**src/rtl/edge_detect_pkg.sv**
```systemverilog
// edge_detect_pkg: shared types and helpers for the multi-channel edge detector.
// Debounce support is selected with EDGE_DEBOUNCE_EN.
package edge_detect_pkg;
  typedef enum logic [1:0] {EDGE_OFF, EDGE_RISE, EDGE_FALL, EDGE_BOTH} edge_mode_t;
  localparam int MAX_CH = 32;
`ifdef EDGE_DEBOUNCE_EN
  localparam bit DEBOUNCE_EN = 1'b1;
`else
  localparam bit DEBOUNCE_EN = 1'b0;
`endif
  // Cycles after reset release before the delay reg matches the filtered level.
  function automatic int arm_cycles(int sync_stages, int db_cycles);
    return sync_stages + 1 + (DEBOUNCE_EN ? db_cycles : 0);
  endfunction
endpackage

```
**src/rtl/edge_detect_chan.sv**
```systemverilog
// edge_detect_chan: one channel of synchroniser, optional debounce (EDGE_DEBOUNCE_EN),
// delay register and mode-qualified edge decode.
module edge_detect_chan
  import edge_detect_pkg::*;
#(
  parameter int SYNC_STAGES = 2
`ifdef EDGE_DEBOUNCE_EN
  , parameter int DB_CYCLES = 16
`endif
) (
  input  logic       clk,
  input  logic       reset_n,
  input  logic       level,
  input  edge_mode_t mode,
  input  logic       armed,
  output logic       tick_next
);
  logic [SYNC_STAGES-1:0] sync_q, sync_d;
  logic dly_q, dly_d, synced, filt;
  assign synced = sync_q[SYNC_STAGES-1];
`ifdef EDGE_DEBOUNCE_EN
  localparam int CW = $clog2(DB_CYCLES + 1);
  logic [CW-1:0] cnt_q, cnt_d;
  logic filt_q, filt_d, hit;
  // The filtered level moves on the cycle the mismatch count reaches DB_CYCLES.
  always_comb begin
    hit = cnt_q == CW'(DB_CYCLES - 1);
    cnt_d = (synced == filt_q || hit) ? '0 : cnt_q + 1'b1;
    filt_d = (synced != filt_q && hit) ? synced : filt_q;
  end
  always_ff @(posedge clk or negedge reset_n)
    if (!reset_n) begin
      cnt_q <= '0;
      filt_q <= 1'b0;
    end else begin
      cnt_q <= cnt_d;
      filt_q <= filt_d;
    end
  assign filt = filt_q;
`else
  assign filt = synced;
`endif
  always_comb begin
    sync_d = {sync_q[SYNC_STAGES-2:0], level};
    dly_d = filt;
    tick_next = armed & (((mode == EDGE_RISE || mode == EDGE_BOTH) & filt & ~dly_q) |
                         ((mode == EDGE_FALL || mode == EDGE_BOTH) & ~filt & dly_q));
  end
  always_ff @(posedge clk or negedge reset_n)
    if (!reset_n) begin
      sync_q <= '0;
      dly_q <= 1'b0;
    end else begin
      sync_q <= sync_d;
      dly_q <= dly_d;
    end
endmodule

```
**src/rtl/edge_detect_multi.sv**
```systemverilog
// edge_detect_multi: N_CH edge detectors with arming window, tick/pending registers and irq.
// Define EDGE_DEBOUNCE_EN to add a DB_CYCLES stability filter per channel.
module edge_detect_multi
  import edge_detect_pkg::*;
#(
  parameter int N_CH        = 4,
  parameter int SYNC_STAGES = 2,
  parameter int DB_CYCLES   = 16
) (
  input  logic              clk,
  input  logic              reset_n,
  input  logic [N_CH-1:0]   level,
  input  logic [2*N_CH-1:0] mode,
  input  logic [N_CH-1:0]   clr,
  output logic [N_CH-1:0]   tick,
  output logic [N_CH-1:0]   pending,
  output logic              irq
);
  localparam int ARM = arm_cycles(SYNC_STAGES, DB_CYCLES);
  localparam int AW = $clog2(ARM + 1);
  logic [AW-1:0] arm_q, arm_d;
  logic [N_CH-1:0] tick_q, tick_d, pending_q, pending_d;
  logic armed;
  for (genvar i = 0; i < N_CH; i++) begin : g_ch
    edge_detect_chan #(
      .SYNC_STAGES(SYNC_STAGES)
`ifdef EDGE_DEBOUNCE_EN
      , .DB_CYCLES(DB_CYCLES)
`endif
    ) u_chan (
      .clk      (clk),
      .reset_n  (reset_n),
      .level    (level[i]),
      .mode     (edge_mode_t'(mode[2*i +: 2])),
      .armed    (armed),
      .tick_next(tick_d[i])
    );
  end
  // Set wins over a same-cycle clear so no edge is ever lost.
  always_comb begin
    armed = arm_q == AW'(ARM);
    arm_d = armed ? arm_q : arm_q + 1'b1;
    pending_d = (pending_q & ~clr) | tick_d;
  end
  always_ff @(posedge clk or negedge reset_n)
    if (!reset_n) begin
      arm_q <= '0;
      tick_q <= '0;
      pending_q <= '0;
    end else begin
      arm_q <= arm_d;
      tick_q <= tick_d;
      pending_q <= pending_d;
    end
  assign tick = tick_q;
  assign pending = pending_q;
  assign irq = |pending_q;
endmodule

```
**config.mk**
```make
export PLATFORM = sky130hd
export DESIGN_NAME = edge_detect_multi
export DESIGN_NICKNAME = d
export VERILOG_FILES = /design/src/rtl/edge_detect_pkg.sv /design/src/rtl/edge_detect_chan.sv /design/src/rtl/edge_detect_multi.sv
export SDC_FILE = /design/constraint.sdc
export NUM_CORES = 1
export LEC_CHECK = 0
export ABC_AREA = 0
export CORE_MARGIN = 2
export CORE_UTILIZATION = 35
export CTS_CLUSTER_DIAMETER = 40
export CTS_CLUSTER_SIZE = 30
export DETAILED_ROUTE_END_ITERATION = 12
export MAX_ROUTING_LAYER = met4
export PLACE_DENSITY = 0.65
export SLEW_MARGIN = 20
export SYNTH_ARGS = -nofsm -noshare
export SYNTH_HDL_FRONTEND = slang
export SYNTH_HIERARCHICAL = 1
export SYNTH_SLANG_ARGS = --single-unit
export TNS_END_PERCENT = 100
```
**constraint.sdc**
```tcl
create_clock -name clk -period 1.5 [get_ports clk]
set_input_delay 0.15 -clock clk [delete_from_list [all_inputs] [get_ports clk]]
set_output_delay 0.15 -clock clk [all_outputs]
set_load 0.02 [all_outputs]
```
; Yosys cells after proc, flatten, opt, wreduce, memory -nomap -nowiden
; Index checks and enable logic that the tools add are counted.
[op_classes]
add_sub_neg = 1
eq_ne = 13
n_bitwise = 35
reduce_logical = 9
[op_table]
columns = cell, count
row1 = 1-bit bitwise AND, 20
row2 = "2-bit == test, second input constant", 9
row3 = "2-bit by 1-bit == test with 1-bit output, second input constant", 4
row4 = 1-bit logical OR, 8
row5 = 1-bit inverter, 8
row6 = 4-bit bitwise AND, 1
row7 = 4-bit inverter, 1
row8 = 1-bit bitwise OR, 4
row9 = 4-bit bitwise OR, 1
row10 = 4-bit OR reduction, 1
row11 = "2-bit by 1-bit adder with 2-bit output, second input constant", 1
[word_totals]
reg_bits = 22
inputBits = 18
output_inout_bits = 9
elab_cells = 69

; Logic depth before layout (Yosys ltp)
[depth]
word_depth = 7
ltp_mapped = 4
depth_no_buf = 4

; By module
; Netlist, hierarchy kept.
[by_module_without_submodules]
columns = module, instances, cells_per_inst, area_each_um2, seq_area_each_um2
row1 = edge_detect_chan, 4, 6, 96.3, 75.1
row2 = edge_detect_multi, 1, 23, 349.1, 250.2

; Worst setup path after synthesis
; OpenSTA, ideal clock, no wires.
[synth_path]
kind = register to output
startpoint = register pending_q[0] (netlist: pending[0])
endpoint = output irq
arrival_time_ns = 1.096
required_time_ns = 1.350
setup_slack_ns = 0.254
stages_incl_launch_ff = 2
n_path_buf = 0
cell_sequence = dfrtp_1 -> or4_1
[synth_via]
elab_chain_len = 1
[synth_lines]
columns = item, line
row1 = "start, declared", edge_detect_multi.sv:22  ; logic [N_CH-1:0] tick_q, tick_d, pending_q, pending_d;
row2 = "start signal, assigned", edge_detect_multi.sv:53  ; pending_q <= pending_d;
row3 = 4-bit OR reduction, edge_detect_multi.sv:57  ; assign irq = |pending_q;
row4 = "end, declared", edge_detect_multi.sv:17  ; output logic irq
; No other way between the ends.

; Worst setup path in the final report
[layout_path]
startpoint = register pending_q[1] (netlist: pending[1])
endpoint = output irq
; Same word-level chain as after synthesis.

==> results.txt <==
----------------------------------------------------
[Timing]
  Final slew viol count ... 0
  Final worst path period need ... 1504 ps
  Final Cycle Share ... 1.002
  Max-slew headroom ... 0.8222
  Minimum setup slack in the final design ... -3.503 ps
  Hold Slack ... 188.7 ps
  Transition time at the pin with the least slew margin ... 266.7 ps
  Max frequency ... 665.1 MHz
  Worst setup skew after layout ... 2.736 ps
  Fin. Hold Viols ... 0
  Setup repair after global routing missed its margin ... true
  Total negative setup slack ... -3.503 ps
  Final setup violation count ... 1

[Critical path]
  Worst setup SP type ... register
  R2R Path Start ... arm_q[0]$_DFFE_PN0P_
  Critical R2R Capture ... pending[0]$_DFF_PN0_
  Worst Setup EP ... irq
  Arrival time of the worst setup path ... 1350 ps
  CP Capture Type ... output port
  Maximum fanout encountered on the critical timing path ... 2
  Worst setup slack for register-to-register paths ... 290 ps
  Required time of the critical path ... 1350 ps
  Cell depth of the worst flop-to-flop path ... 4
  Origin of the worst setup path ... pending[1]$_DFF_PN0_
  Path type of the worst setup path ... register to output port

[Detailed routing]
  Routed wire length per instance ... 10.95 um
  Post-detailed-route DRC marker count ... 0
  Number of DRC violations after detailed-routing iteration 0 ... 3
  Total routed wirelength ... 1172 um
  Ratio of routed vias to standard cells ... 4.383
  Count of vias placed by the detailed router ... 469
  Number of detailed-route iterations in the first pass ... 3
  Final antenna-violating net count ... 0

[Finish]
  Fill cell instance count of the final layout ... 186
  P&R area growth vs syn ... 47.70%
  Total Nets Final ... 102
  Antenna diode count ... 0
  Reg area ... 550.5 um2
  Fin util ... 0.5529
  Area of the multi-input gates ... 172.7 um2
  Share of layout cells above drive strength 1 ... 0.1375

[GRT]
  First-pass GRT wire length ... 2194 um
  Total routing resource utilization after global routing ... 0.1256
  Number of global-route vias before repair ... 514
  Global route total overflow ... 0
  Pin count of the biggest net entering global routing ... 23
  Antenna violations before repair ... 0

[Place]
  Sum of net half-perimeters after detailed placement ... 923.8 um
  Final estimated routing congestion in global placement ... 0.6879
  Quantity of I/O buffers inserted on ports ... 26

[Synthesis]
  Number of distinct library cell variants in the gate-level netlist after synthesis ... 10
  Sequential-to-total area share from yosys stat ... 0.7496
  Number of warnings reported in the yosys synthesis log ... 6
  Syn Inst Count ... 47
  Number of nets produced by synthesis ... 67
  Cell area after technology mapping ... 734.5 um2
  Number of storage elements in the synthesis netlist ... 22
  Synthesized area per cell ... 15.63 um2

[Power]
  Worst vdd ir ... 395.0 uV
  Total design power ... 0.001055 W
  Pwr/cell area ... 972.2 nW/um2
  Static Leakage ... 0.5215 nW

[Clock network]
  Deepest clock path buffer count ... 2
  Clock-pin slew on the worst setup and hold paths ... 100 ps
  Root buffer cell ... sky130_fd_sc_hd__clkbuf_4
  Clock latency at the later pin of the worst-skew pair ... 290 ps
  Number of sinks driven by the clock tree ... 22
  Number of buffers inserted for hold repair after clock tree synthesis ... 0
  Setup fix buffers added after clock tree synthesis ... 0
  Maximum level of the CTS H-tree ... 1
  Number of buffers added by the clock tree synthesis step ... 3
  CTS tree ... built

[Die]
  Top-Level Pins ... 27
  Placement row count ... 16
  Die Span X ... 49.81 um
  Area of the die ... 2481 um2
  Starting density of the core ... 0.3744
  Die outline height ... 49.81 um
  Core Footprint ... 1962 um2

[Flow run]
  Number of maximum-capacitance constraint violations ... 0

[Outcome]
  Violated checks ... negative setup slack
  Run status ... complete, but fails checks

[Min path]
  Worst min-delay path category ... primary input to asynchronous set/reset pin

----------------------------------------------------
## cell families after synthesis
family | synth area share
XOR/XNOR | 0.01193
multiplexers | 0.01533
adder cells (fa/ha/maj) | 0.03407
AND/OR/NAND/NOR | 0.1261
flip-flops | 0.7496
AO/OA/AOI/OAI | 0.04259
buffers and inverters | 0.02044
## critical path, cell delays in order (launching register included)
cell	delay [ps]
sky130_fd_sc_hd__dfrtp_1	390
sky130_fd_sc_hd__or4_4	530
sky130_fd_sc_hd__buf_6	150
## synth_stat cells
library cell / count / share of area
sky130_fd_sc_hd__inv_1: 4 / 0.020
sky130_fd_sc_hd__ha_1: 2 / 0.034
sky130_fd_sc_hd__nand4b_1: 8 / 0.095
sky130_fd_sc_hd__nand2_1: 4 / 0.020
sky130_fd_sc_hd__mux2_2: 1 / 0.015
sky130_fd_sc_hd__xnor2_1: 1 / 0.012
sky130_fd_sc_hd__dfrtp_1: 22 / 0.75
sky130_fd_sc_hd__or4_1: 1 / 0.010
sky130_fd_sc_hd__a21o_2: 1 / 0.012
sky130_fd_sc_hd__a21o_1: 3 / 0.031
## layer usage
metal | track usage | vias up | part of all wire
li1 | - | 229 | -
met1 | 0.1337 | 219 | 0.44
met2 | 0.2000 | 21 | 0.49
met3 | 0.04848 | 0 | 0.077
met4 | 0.06944 | 0 | 0
met5 | - | - | 0
## cell type report
class,instances,area share
Tap cell,27,0.03114
Multi-Input combinational cell,21,0.1592
Sequential cell,22,0.5075
Inverter,4,0.01384
Clock buffer,3,0.02076
Timing Repair Buffer,30,0.2676
## placed cells by master, fill, tap and decap left out
cell,synthesis,routed
sky130_fd_sc_hd__a21o_1,3,3
sky130_fd_sc_hd__buf_6,0,1
sky130_fd_sc_hd__dlygate4sd2_1,0,3
sky130_fd_sc_hd__nand2_1,4,4
sky130_fd_sc_hd__dlymetal6s2s_1,0,1
sky130_fd_sc_hd__xnor2_1,1,1
sky130_fd_sc_hd__or4_4,0,1
sky130_fd_sc_hd__inv_1,4,4
sky130_fd_sc_hd__nand4b_1,8,8
sky130_fd_sc_hd__buf_4,0,4
sky130_fd_sc_hd__ha_1,2,2
sky130_fd_sc_hd__a21o_2,1,1
sky130_fd_sc_hd__mux2_2,1,1
sky130_fd_sc_hd__dfrtp_1,22,22
sky130_fd_sc_hd__clkbuf_4,0,3
sky130_fd_sc_hd__clkdlybuf4s50_1,0,21
## per-stage QoR
stage | cells | area (um2) | setup slack [ps]
5_1_grt | 107 | 1085 | -70.63
3_3_place_gp | 104 | 1059 | -47.58
4_1_cts | 107 | 1072 | -37.80
6_report | 107 | 1085 | -3.503
3_5_place_dp | 104 | 1059 | -81.48
2_1_floorplan | 47 | 734.5 | 253.7
## report_power, final
group	total, W	switching [W]	internal, W
combinational	0.000169	0.0000688	0.000100
sequential	0.000643	0.0000152	0.000628
clock	0.000243	0.000149	0.0000933
## sequential cells by signal, summed over array words and instances, names as in the netlist
register,flops
g_ch.u_chan/sync_q,8
g_ch.u_chan/dly_q,4
pending,4
tick,4
arm_q,2
## worst min path at each step
| stage | from | endpoint | slack [ps] | cells past startpoint |
|---|---|---|---|---|
| 6_report | reset_n | tick[3]$_DFF_PN0_ | 190 | 2 |
| 5_1_grt | reset_n | tick[3]$_DFF_PN0_ | 180 | 2 |
| 4_1_cts | reset_n | pending[2]$_DFF_PN0_ | 190 | 2 |
| 3_5_place_dp | g_ch[2].u_chan/sync_q[0]$_DFF_PN0_ | g_ch[2].u_chan/sync_q[1]$_DFF_PN0_ | 330 | 0 |
| 3_3_place_gp | g_ch[1].u_chan/sync_q[0]$_DFF_PN0_ | g_ch[1].u_chan/sync_q[1]$_DFF_PN0_ | 330 | 0 |
| 2_1_floorplan | reset_n | arm_q[0]$_DFFE_PN0P_ | -150 | 0 |
## what timing repair did
action / CTS / global route
pin swaps: 0 / 1
resized for setup: 7 / 4
hold endpoints to repair: 0 / 0
endpoints found under the setup margin: 4 / 1
Note: power is estimated with default switching activity, not from simulation.
